`src/rtl/cfg_chain_pkg.sv`:
```
`default_nettype none
// +------------------------------------------------------------------+
// | cfg_chain_pkg : shared ops, FSM states and chain length           |
// | Rev 1.0                                                           |
// +------------------------------------------------------------------+
package cfg_chain_pkg;

  localparam int CFG_CHAIN_N = 32;

  localparam logic OP_WRITE    = 1'b0;
  localparam logic OP_READBACK = 1'b1;

  typedef enum logic [2:0] {
    IDLE     = 3'd0,
    SHIFT_WR = 3'd1,
    CAPTURE  = 3'd2,
    SHIFT_RD = 3'd3,
    RSP      = 3'd4
  } state_t;

endpackage
`default_nettype wire

```
`src/rtl/cfg_chain_ctrl_if.sv`:
```
`default_nettype none
// +------------------------------------------------------------------+
// | cfg_chain_ctrl_if : command/response port plus chain control pins |
// | Rev 1.0                                                           |
// +------------------------------------------------------------------+
interface cfg_chain_ctrl_if #(
  parameter int N = cfg_chain_pkg::CFG_CHAIN_N
);
  logic         cmd_valid;
  logic         cmd_ready;
  logic         cmd_op;
  logic [N-1:0] cmd_data;
  logic         rsp_valid;
  logic         rsp_ready;
  logic [N-1:0] rsp_data;
  logic         sr_s_in;
  logic         sr_s_out;
  logic         sr_load;
  logic         sr_read;

  // slave: the controller; master: command source plus the chain it drives
  modport slave (
    input  cmd_valid, cmd_op, cmd_data, rsp_ready, sr_s_out,
    output cmd_ready, rsp_valid, rsp_data, sr_s_in, sr_load, sr_read
  );
  modport master (
    output cmd_valid, cmd_op, cmd_data, rsp_ready, sr_s_out,
    input  cmd_ready, rsp_valid, rsp_data, sr_s_in, sr_load, sr_read
  );
endinterface
`default_nettype wire

```
`src/rtl/cfg_chain_ctrl.sv`:
```
`default_nettype none
// +------------------------------------------------------------------+
// | cfg_chain_ctrl : serial config-chain sequencer (write / readback)  |
// | Readback enabled by defining CFG_READBACK_EN.   Rev 1.0           |
// +------------------------------------------------------------------+
module cfg_chain_ctrl
  import cfg_chain_pkg::*;
#(
  parameter int N = CFG_CHAIN_N
) (
  input  wire logic       clk,
  input  wire logic       reset,
  cfg_chain_ctrl_if.slave bus
);

  localparam int              CW     = (N > 1) ? $clog2(N) : 1;
  localparam logic [CW-1:0]   c_last = CW'(N - 1);

  state_t         r_state;
  state_t         w_next;
  logic [CW-1:0]  r_cnt;
  logic [N-1:0]   r_shadow;
  logic           w_last;
  logic           w_cmd_ready;
  logic           w_rsp_valid;
  logic           w_s_in;
  logic           w_load;
  logic           w_read;
  logic           w_wr_accept;

  assign w_last = (r_cnt == c_last);

`ifdef CFG_READBACK_EN
  logic [N-1:0] r_rsp;
  assign w_wr_accept = (r_state == IDLE) && bus.cmd_valid && (bus.cmd_op == OP_WRITE);
`else
  logic w_unused;
  assign w_unused    = ^{bus.cmd_op, bus.rsp_ready, bus.sr_s_out};
  assign w_wr_accept = (r_state == IDLE) && bus.cmd_valid;
`endif

  always_comb begin
    w_next      = r_state;
    w_cmd_ready = 1'b0;
    w_rsp_valid = 1'b0;
    w_s_in      = 1'b0;
    w_load      = 1'b1;
    w_read      = 1'b0;
    case (r_state)
      IDLE: begin
        w_cmd_ready = 1'b1;
        if (bus.cmd_valid) begin
`ifdef CFG_READBACK_EN
          w_next = (bus.cmd_op == OP_READBACK) ? CAPTURE : SHIFT_WR;
`else
          w_next = SHIFT_WR;
`endif
        end
      end
      SHIFT_WR: begin
        w_load = 1'b0;
        w_s_in = r_shadow[r_cnt];
        if (w_last) w_next = IDLE;
      end
`ifdef CFG_READBACK_EN
      CAPTURE: begin
        w_load = 1'b0;
        w_read = 1'b1;
        w_next = SHIFT_RD;
      end
      // Refilling with the shadow leaves the chain holding the committed word
      SHIFT_RD: begin
        w_load = 1'b0;
        w_s_in = r_shadow[r_cnt];
        if (w_last) w_next = RSP;
      end
      RSP: begin
        w_rsp_valid = 1'b1;
        if (bus.rsp_ready) w_next = IDLE;
      end
`endif
      default: w_next = IDLE;
    endcase
  end

  always_ff @(posedge clk) begin
    if (reset) begin
      r_state  <= IDLE;
      r_cnt    <= '0;
      r_shadow <= '0;
    end else begin
      r_state <= w_next;
      if (w_next != r_state) r_cnt <= '0;
      else if (!w_last)      r_cnt <= r_cnt + CW'(1);
      if (w_wr_accept) r_shadow <= bus.cmd_data;
    end
  end

`ifdef CFG_READBACK_EN
  always_ff @(posedge clk) begin
    if (reset) begin
      r_rsp <= '0;
    end else if (r_state == SHIFT_RD) begin
      r_rsp[r_cnt] <= bus.sr_s_out;
    end
  end
  assign bus.rsp_data = r_rsp;
  assign bus.sr_read  = w_read;
`else
  assign bus.rsp_data = '0;
  assign bus.sr_read  = 1'b0;
`endif

  assign bus.cmd_ready = w_cmd_ready;
  assign bus.rsp_valid = w_rsp_valid;
  assign bus.sr_s_in   = w_s_in;
  assign bus.sr_load   = w_load;

endmodule
`default_nettype wire

```
`src/flat_wrapper.sv`:
```
// flat-port wrapper written by rule: the top's interface ports become plain ports
module cfg_chain_ctrl_flat import cfg_chain_pkg::*;
#(
  parameter int N = CFG_CHAIN_N
)
  (clk, reset, bus_cmd_valid, bus_cmd_op, bus_cmd_data, bus_rsp_ready, bus_sr_s_out, bus_cmd_ready, bus_rsp_valid, bus_rsp_data, bus_sr_s_in, bus_sr_load, bus_sr_read);
  cfg_chain_ctrl_if #(.N(N)) bus_i ();
  input  wire logic clk;
  input  wire logic reset;
  input wire logic [$bits(bus_i.cmd_valid)-1:0] bus_cmd_valid;
  input wire logic [$bits(bus_i.cmd_op)-1:0] bus_cmd_op;
  input wire logic [$bits(bus_i.cmd_data)-1:0] bus_cmd_data;
  input wire logic [$bits(bus_i.rsp_ready)-1:0] bus_rsp_ready;
  input wire logic [$bits(bus_i.sr_s_out)-1:0] bus_sr_s_out;
  output wire logic [$bits(bus_i.cmd_ready)-1:0] bus_cmd_ready;
  output wire logic [$bits(bus_i.rsp_valid)-1:0] bus_rsp_valid;
  output wire logic [$bits(bus_i.rsp_data)-1:0] bus_rsp_data;
  output wire logic [$bits(bus_i.sr_s_in)-1:0] bus_sr_s_in;
  output wire logic [$bits(bus_i.sr_load)-1:0] bus_sr_load;
  output wire logic [$bits(bus_i.sr_read)-1:0] bus_sr_read;
  assign bus_i.cmd_valid = bus_cmd_valid;
  assign bus_i.cmd_op = bus_cmd_op;
  assign bus_i.cmd_data = bus_cmd_data;
  assign bus_i.rsp_ready = bus_rsp_ready;
  assign bus_i.sr_s_out = bus_sr_s_out;
  assign bus_cmd_ready = bus_i.cmd_ready;
  assign bus_rsp_valid = bus_i.rsp_valid;
  assign bus_rsp_data = bus_i.rsp_data;
  assign bus_sr_s_in = bus_i.sr_s_in;
  assign bus_sr_load = bus_i.sr_load;
  assign bus_sr_read = bus_i.sr_read;
  cfg_chain_ctrl #(.N(N)) u_core (.clk(clk), .reset(reset), .bus(bus_i));
endmodule
```
`config.mk`:
```
export PLATFORM = sky130hd
export DESIGN_NAME = cfg_chain_ctrl_flat
export DESIGN_NICKNAME = d
export VERILOG_FILES = /design/src/rtl/cfg_chain_pkg.sv /design/src/rtl/cfg_chain_ctrl_if.sv /design/src/rtl/cfg_chain_ctrl.sv /design/src/flat_wrapper.sv
export SDC_FILE = /design/constraint.sdc
export NUM_CORES = 1
export LEC_CHECK = 0
export BUFFER_PORTS_ARGS = -buffer_cell sky130_fd_sc_hd__clkbuf_2
export CAP_MARGIN = 0
export CORE_MARGIN = 2
export CORE_UTILIZATION = 49
export DETAILED_ROUTE_END_ITERATION = 7
export PLACE_DENSITY = 0.8
export RECOVER_POWER = 50
export SLEW_MARGIN = 20
export SYNTH_ARGS = -nofsm -noshare
export SYNTH_HDL_FRONTEND = slang
export SYNTH_SLANG_ARGS = --single-unit
```
`constraint.sdc`:
```
create_clock -name clk -period 2.5 [get_ports clk]
set_clock_uncertainty 0.1 [all_clocks]
set_input_delay 0.5 -clock clk [delete_from_list [all_inputs] [get_ports clk]]
set_output_delay 0.5 -clock clk [all_outputs]
set_load 0.05 [all_outputs]
```
# After elaboration in Yosys (flattened, before gate mapping)
# Cells that the tools add are included.
totals:
  ff_bits: 40
  input_bits: 38
  output_inout_bits: 37
  wordCells: 19
classes:
  add_sub_neg: 1
  order_cmp: 1
  n_eq_ne: 3
  mux: 8
  reduce_logical: 3
op_table:
  columns: ["op", "n"]
  rows:
  - ["5-bit by 6-bit less-than comparator with 1-bit output (second input constant)", 1]
  - ["3-bit 2-to-1 mux", 2]
  - ["3-bit case mux with 2 select lines", 1]
  - ["5-bit by 1-bit adder with 5-bit output (second input constant)", 1]
  - ["1-bit binary-select mux with 5-bit select", 1]
  - ["5-bit equality test (second input constant)", 1]
  - ["1-bit 2-to-1 mux", 4]
  - ["3-bit by 1-bit equality test with 1-bit output (second input constant)", 1]
  - ["3-bit logical NOT", 1]
  - ["3-bit != test", 1]
  - ["2-bit OR reduction", 1]
  - ["1-bit logical AND", 1]

# Longest topological paths before layout
# Gate-level depths: netlist of the first run.
depth:
  ltp_word: 5
  depth_mapped: 7

# Worst setup path before layout of the first run
# Ideal clock, no wire load.
synth_path:
  path_kind: "flip-flop to output port"
  from: "reg u_core.r_cnt[1]"
  to: "out bus_sr_s_in"
  arrival_ps: 2284
  path_slack_ps: -384
  stages_incl_launch_ff: 6
  n_path_buf: 1
  path_cell_list: "dfxtp_1 -> buf_6 -> mux4_2 -> mux2i_1 -> or2_0 -> a311oi_1"
synth_via:
  elab_chain_cells: 3
synth_rtl:
  columns: ["element", "line_no", "rtl"]
  rows:
  - ["start, declared", "cfg_chain_ctrl.sv:21", "logic [CW-1:0] r_cnt;"]
  - ["start signal, assigned", "cfg_chain_ctrl.sv:94", "else if (!w_last) r_cnt <= r_cnt + CW'(1);"]
  - ["1-bit binary-select mux with 5-bit select", "cfg_chain_ctrl.sv:62", "w_s_in = r_shadow[r_cnt];"]
  - ["1-bit 2-to-1 mux (implied by the code)", "cfg_chain_ctrl.sv:62", null]
  - ["1-bit 2-to-1 mux", "cfg_chain_ctrl.sv:49", "case (r_state)"]
  - ["end, declared", "flat_wrapper.sv:18", "output wire logic [$bits(bus_i.sr_s_in)-1:0] bus_sr_s_in;"]
# No other way between the ends. The select of a mux whose other input is x is not followed.

# Final worst setup path of the first run
# Ends and elaborated chain as after synthesis.

==> results.txt, run 1 <==
- Counting I/O delays and the setup requirement, the final critical path takes between 2000 and 3000 ps.
* H-tree level count: 2
- For this run, the post-layout net count is 308.
* Run status: finished with violations
- TritonCTS built the clock tree.
- Compound-Gate Fraction of Synth Area: about a tenth
* Yosys cell types: 29
- Peak Freq: 0.3992 GHz
- CP Data Required Time: around 1900 ps
* GRT Residual Overflow: 0
- Worst IR drop on VDD: about 0.00038 V
* Syn-to-layout area delta: 11.62%
* GR Util met2: between 30% and 40%
- Setup violations remaining at the end of the flow were counted as 1.
- Max incr delay on CP: roughly 360 ps
- The checks that failed: negative setup slack.
* Final Hold Vio Count: 0
* Remaining number of nets flagged by the antenna check after routing: 0
* Dominant combinational cell family by area after synthesis: simple AND/OR/NAND/NOR gates
- The portion of synthesized area spent on multiplexers is between 10 and 15%.
- Post-synthesis simple-gate area fraction: between 10% and 20%
- Setup ws final: -4.798 ps
- After legalization and detailed placement, the total HPWL measured between 2000 and 2500 um.
- Sequential elements use around two fifths of the synthesized area.
- For this block, the initial DRC count from the detailed router was 25.
- Most frequent cell on the critical path: sky130_fd_sc_hd__buf_6
- Slew of the pin with the lowest slew margin: 575.6 ps
- Number of cells on the critical path: 7
* Share of synthesized cell area in full adder, half adder and majority cells: 1.256%
- Vias: 1525
- Once the floorplan was initialized, standard cells occupied around half of the core.
* Most common cell after layout, fill and taps aside: sky130_fd_sc_hd__nand2_1
- Routed length per instance: roughly 11 um
- Fill cell total of the finished layout: 356
* CTS root buffer: sky130_fd_sc_hd__clkbuf_8
- Count of port buffers added during placement: 37
* Crit Path Class: register to output port
- Number of clock buffers inserted by TritonCTS: 5
* Worst Reg2Reg Path Length in Cells: 9
- Global routing used 5.000% of the available met3 tracks.
- For met1 alone, demand over resource in global routing was between 10% and 20%.
- Measured along the y axis, the die boundary spans between 60 and 70 um.
* Synth Instances: between 200 and 250
- Number of global-route vias before repair: 1382
- After clock tree synthesis, the clock-pin slew on the worst setup and hold paths is around 80 ps.
- Final TNS setup: -4.798 ps
- Per-cell via count in the routed design: 4.781
* Reported max-cap violation count: 0
* Reported leakage power: 0.9226 nW
- No sink is reached through more buffers than the 2 on the longest clock path.
- Number of synthesized register bits: 40
- Maximum number of pins on one net before global-route repair: 34
- Averaged over all synthesized cells, the footprint is around 8.6 um2.
- At the worst endpoint, the arrival time is between 1500 and 2000 ps.
- Width of the die: between 60 and 70 um
* Proportion of layout cells with a drive suffix above 1: about 22%
- Number of antenna violations at the first check in global routing: 0
* Remaining max-slew budget at the tightest pin: between 60 and 70%
- For the worst-skew pair, the clock arrives at the later sink with an insertion delay of approximately 300 ps.
* Clock sink count: 40
* Row cnt: 23
- CTS hold repair buffers: 0
* Final period util: 100.2%
- Broken down by cell family, the worst path's largest delay share belongs to buffers and inverters.
- The critical path contains buffers and inverters numbering 3 combined.
* Unrepaired setup endpoints after global routing: yes
- Floorplan die area: roughly 4600 um2
- Area of all sequential standard cells: 809.5 um2
- After synthesis the cells add up to 1992 um2.
* Cell with the largest stage delay on the worst path: sky130_fd_sc_hd__dfxtp_4
* Global-route wire length before repair: 6037 um
* Largest fanout on the critical path: 5
* Worst setup slack before clock tree synthesis: between 150 and 200 ps
- After detailed routing, the number of remaining DRC violations is 0.
- Final GP Congestion: around 0.82
- Cell depth of the worst hold path: 3
- The completed layout was analyzed and its total power is 1.379 mW.
* Most frequent cells in the layout: sky130_fd_sc_hd__nand2_1, sky130_fd_sc_hd__clkbuf_2, sky130_fd_sc_hd__dfxtp_1
- The pre-antenna-repair detailed-routing pass consisted of 4 iterations.
- After floorplanning, the core was sized to cover a little under 4000 um2.
- Number of diodes added for antenna fixing: 0
- For this run, the total global-route usage over all layers was measured as about 18%.
- Pin placement for this block handled 75 I/O pins.
- Global-route layer with the greatest usage: met2
- Total Routed Length: about 3500 um
- The worst setup path is captured at an output port.
* Hold Crit Class: primary input to register
- The critical path goes through buf_6 > buf_6 > mux2i_1 > nor4bb_1 > nor3_1 > a311oi_2 > clkbuf_8.
- The final-report max-slew violation count was 0.
- For this run, the number of Yosys warnings is 0.
* Power density normalized to cell area: 620.3 nW/um2
- The worst setup path is launched from a register.
- Summing all multi-input logic gate instances after layout gives between 900 and 1000 um2.
- Synth Area in XOR/XNOR: 1.319%
synth_stat cells, drive strengths merged:
| master | n | area (um2) |
|---|---|---|
| conb | 1 | 3.750 |
| o2111a | 1 | 11.26 |
| o21a | 1 | 7.510 |
| nor4bb | 1 | 10.01 |
| xnor2 | 1 | 8.760 |
| nor2 | 7 | 26.28 |
| mux4 | 7 | 180.2 |
| clkbuf | 8 | 30.03 |
| nor3 | 2 | 10.01 |
| mux2i | 7 | 70.07 |
| nand2 | 66 | 247.7 |
| dfxtp | 40 | 800.8 |
| nor2b | 1 | 6.260 |
| a21oi | 32 | 160.2 |
| a311oi | 1 | 8.760 |
| xor2 | 2 | 17.52 |
| buf | 42 | 306.5 |
| nand3 | 2 | 10.01 |
| nor4b | 1 | 8.760 |
| or2 | 1 | 6.260 |
| nand4b | 1 | 8.760 |
| nand3b | 2 | 15.01 |
| and3 | 1 | 6.260 |
| and2 | 1 | 6.260 |
| ha | 2 | 25.02 |
final timing paths:
| kind | startpoint | to | slack, ps |
|---|---|---|---|
| min reg2reg | u_core.r_shadow[18] | u_core.r_shadow[18] | 350 |
| max reg2reg | u_core.r_cnt[1] | u_core.r_cnt[2] | 440 |
| max | u_core.r_cnt[1] | bus_sr_s_in | -5 |
| min | bus_cmd_data[5] | u_core.r_shadow[5] | 320 |
logic make-up (layout without fill, tap and decap cells):
| kind of cell | count (synthesis) | count (layout) |
|---|---|---|
| AOI/OAI and AO/OA | 35 | 35 |
| xor gates and xnor gates | 3 | 3 |
| adders and majority gates | 2 | 2 |
| buffers and inverters | 50 | 53 |
| DFF | 40 | 40 |
| muxes | 14 | 14 |
| other | 1 | 36 |
| and+or+nand+nor | 86 | 86 |
power breakdown:
part | switching [mW] | internal [mW] | total [mW]
logic | 0.158 | 0.0418 | 0.199
clock network | 0.218 | 0.296 | 0.514
registers | 0.0112 | 0.654 | 0.666
metrics by stage:
stage	instances	cell area [um2]	util, %	hold WS [ps]
finish	319	2223	56.39	315.0
global route	319	2223	56.39	312.6
CTS	319	2226	56.46	305.6
detailed placement	309	2086	52.90	345.9
global placement	309	2086	52.90	338.1
floorplan	266	2130	-	331.5
timing repair:
item,4_1_cts,5_1_grt
endpoints found under the setup margin,1,1
pin swaps,4,1
setup buffers,2,0
resized for setup,11,0
cloned,0,0
hold endpoints to repair,0,0
layer usage:
layer  wire length (um)  up-vias
li1                   -      774
met1               1463      703
met2               1775       42
met3                174        6
met4                 65        0
met5                  0        -
flip-flops by register name (all words and copies together) (netlist names):
| signal | flops |
|---|---|
| u_core.r_cnt | 5 |
| u_core.r_shadow | 32 |
| u_core.r_state | 3 |
worst reg2reg max path, stage by stage, from the launching register on:
cell and delay [ps]:
sky130_fd_sc_hd__dfxtp_4 360, sky130_fd_sc_hd__buf_6 130, sky130_fd_sc_hd__buf_6 120, sky130_fd_sc_hd__buf_4 130
sky130_fd_sc_hd__ha_1 180, sky130_fd_sc_hd__and3_1 180, sky130_fd_sc_hd__ha_1 280, sky130_fd_sc_hd__mux2i_1 180
sky130_fd_sc_hd__nand3b_1 180, sky130_fd_sc_hd__nor2_1 150
area by class of cell:
class	instances	share of cell area [%]
multi-input combinational	176	44.29
sequential	40	36.41
timing repair buffer	45	11.65
clock buffer	6	3.264
tap	50	2.814
clock inverter	2	1.576
Power figures use the tool's default switching activity.
==> run 2: changes to the inputs <==
--- a/config.mk
+++ b/config.mk
@@ -9,8 +9,9 @@
 export CAP_MARGIN = 0
 export CORE_MARGIN = 2
 export CORE_UTILIZATION = 49
+export CTS_CLUSTER_SIZE = 25
 export DETAILED_ROUTE_END_ITERATION = 7
-export PLACE_DENSITY = 0.8
+export PLACE_DENSITY_LB_ADDON = 0.05
 export RECOVER_POWER = 50
 export SLEW_MARGIN = 20
 export SYNTH_ARGS = -nofsm -noshare
==> run 2 against run 1 <==
Against the previous run:
- the flow now finishes without violations
- sequential share of layout area increased by 0.19 points
- fmax increased by 1.1%
- power decreased by 0.17%
- final area decreased by 0.51%
- clock power about the same
- final cell count decreased by 0.31%
- flip-flop and latch count unchanged
- sequential power about the same
- setup slack improved by 27 ps
- via count decreased by 2.0%
- critical endpoint unchanged
- highest routed layer unchanged
==> results.txt, run 2 (synthesis results as in run 1) <==
- The signal on the critical path passes through mux4_1 > mux2i_1 > o2111a_1 > a311oi_2 > clkbuf_8.
- The total power density per cell area was 622.4 nW/um2 (+0.34%).
- The post-detailed-route DRC marker count was 0 (unchanged).
- Final Hold Vio Count: 0 (unchanged)
- Row cnt: 23 (unchanged)
* Reported leakage power: 0.9111 nW (-1.3%)
* Reported max-cap violation count: 0 (unchanged)
- Worst flop-to-flop path endpoint: u_core.r_cnt[1]
- Largest registers: u_core.r_shadow x32, u_core.r_cnt x5, u_core.r_state x3
- The worst setup path is captured at an output port.
- Clock transition at the register clock pins on the worst setup and hold paths after CTS: 80 ps (about the same)
* Setup violation total in the final timing report: 0 (-1)
* CTS root buffer: sky130_fd_sc_hd__clkbuf_8
* Global-route wire length before repair: 5782 um (-4.2%)
- Hold path startpoint: bus_cmd_data[20]
- The maximum clock path buffer count was 2 (unchanged).
- The initial antenna violation count came to 0 (unchanged).
- Area of the core: 3943 um2 (unchanged)
* Vias: 1495 (-2.0%)
- In the layout the commonest cells are sky130_fd_sc_hd__nand2_1, sky130_fd_sc_hd__clkbuf_2, sky130_fd_sc_hd__dfxtp_1.
- Final count of pins violating max slew: 0 (unchanged)
- Cell depth of the worst hold path: 3 (unchanged)
- The number of CTS-inserted buffers was 5 (unchanged).
- The core utilization of the finished layout is 56.11% (-0.29 points).
- H-tree level count: 2 (unchanged)
- The critical path required time is 1900 ps (about the same).
- Clock tree from TritonCTS: yes
- Syn-to-layout area delta: 11.06%
* Run status: finished, final reports clean
* Number of global-route vias before repair: 1274 (-7.8%)
- Most common cell after layout, fill and taps aside: sky130_fd_sc_hd__nand2_1
* Data arrival at the endpoint of the critical path: 1880 ps (-20 ps)
* GRT Resource Usage Total: 17.54% (-0.33 points)
* Clk Latency, worst-skew pair: 290 ps (about the same)
- Count of port buffers added during placement: 37 (unchanged)
- STA classifies the critical path startpoint as a register.
- The worst-margin pin slew is 597.4 ps (+21.81 ps).
- Per-cell via count in the routed design: 4.701 (-1.7%)
- Crit Path Class: register to output port
- The starting density of the core is 50.52% (unchanged).
* Vertical die dimension: 67.76 um (unchanged)
- The final critical-path required period came to 2478 ps (-27.09 ps).
* HPWL after detailed placement: 2382 um (-3.5%)
- Number of iterations in the first detailed-routing pass: 4 (unchanged)
- Routed length per instance: 11.09 um (+1.7%)
- The area of the die was 4591 um2 (unchanged).
- Hold path endpoint: u_core.r_shadow[20]
- The post-route cell area came to 2212 um2 (-0.51%).
* Number of diodes added for antenna fixing: 0 (unchanged)
* Startpoint of the worst register-to-register path: u_core.r_cnt[1]
- Register with the highest flop count: u_core.r_shadow
* Unrepaired setup endpoints after global routing: yes
- Fin nets: 307 (-0.32%)
* Proportion of layout cells with a drive suffix above 1: 22.01% (+0.082 points)
- The placed cell area came to 2086 um2 (unchanged).
* Maximum number of pins on one net before global-route repair: 34 (unchanged)
- Width of the die: 67.76 um (unchanged)
- Max incr delay on CP: 560 ps (+200 ps)
* Total Routed Length: 3527 um (+1.4%)
- Cell with the largest stage delay on the worst path: sky130_fd_sc_hd__mux4_1
- Worst Reg2Reg Path Length in Cells: 8 (-1)
* CTS hold repair buffers: 0 (unchanged)
- The flop-to-flop setup slack is 590 ps (+150 ps).
- Largest fanout on the critical path: 7 (+2)
* Final GP Congestion: 0.7031 (-14%)
- The fmax was 0.4036 GHz (+1.1%).
- Worst IR drop on VDD: 0.0003797 V (-0.37%)
- Remaining number of nets flagged by the antenna check after routing: 0 (unchanged)
- Clock sink count: 40 (unchanged)
* Flip-flop count of the largest register after layout: 32 (unchanged)
- Hold Crit Class: primary input to register
- Number of violations reported at the end of detailed-routing iteration 0: 90 (+260%)
- The number of top-level pins was 75 (unchanged).
* Remaining max-slew budget at the tightest pin: 60.17% (-1.5 points)
- The overflow left after global routing is 0 (unchanged).
* Final period util: 99.11% (-1.1 points)
run 2: cell count changes in the layout (fill, tap and decap cells not counted), sizes merged:
cell	previous run	this run
buf	7	6
run 2: metrics by stage:
stage / instances / TNS [ps] / setup slack [ps] / hold WS (ps) / power, mW
2_1_floorplan: 266 / 0 / 64.84 / 331.5 / 0.8854
3_3_place_gp: 309 / 0 / 133.5 / 340.1 / 0.8810
3_5_place_dp: 309 / 0 / 134.1 / 344.7 / 0.8821
4_1_cts: 318 / -5.318 / -5.318 / 306.6 / 1.396
5_1_grt: 318 / -71.56 / -71.56 / 306.2 / 1.441
6_report: 318 / 0 / 22.29 / 314.4 / 1.377
run 2: where the power goes:
group	internal (mW)	switching, mW
combinational	0.0419	0.158
sequential	0.654	0.0107
clock	0.296	0.216
total	0.992	0.385
run 2: critical path: cells and delay by family, from the launching register on:
family | cells | cell delay [ps]
buf+inv | 1 | 200
mux | 2 | 710
flops | 1 | 410
compound gates | 2 | 260
run 2: worst max-delay path by stage:
stage / from / cells past startpoint / slack, ps / endpoint
floorplan: u_core.r_cnt[1] / 5 / 60 / bus_sr_s_in
global placement: u_core.r_cnt[2] / 5 / 130 / bus_sr_s_in
detailed placement: u_core.r_cnt[2] / 5 / 130 / bus_sr_s_in
CTS: u_core.r_cnt[1] / 7 / -5 / bus_sr_s_in
global route: u_core.r_cnt[1] / 7 / -70 / bus_sr_s_in
finish: u_core.r_cnt[2] / 5 / 20 / bus_sr_s_in
run 2: repair_timing:
item                       4_1_cts  5_1_grt
buffers inserted                 1        0
pin swaps                        4        4
setup endpoints to repair        1        1
gates resized for setup         12        1
run 2: metal layers:
metal | vias to the layer above | GRT usage (%) | wire, um
met3 | 4 | 5.667 | 225
met2 | 44 | 27.57 | 1650
li1 | 769 | - | -
met4 | 0 | 6.888 | 33
met5 | - | 0 | 0
met1 | 678 | 22.26 | 1618
run 2: area by class of cell:
class                           instances  area, um2
Tap cell                               50      62.56
Clock inverter                          2      35.03
Sequential cell                        40      809.5
Multi-Input combinational cell        176      980.9
Fill cell                             405       1730
Timing Repair Buffer                   44      251.5
Clock buffer                            6      72.57
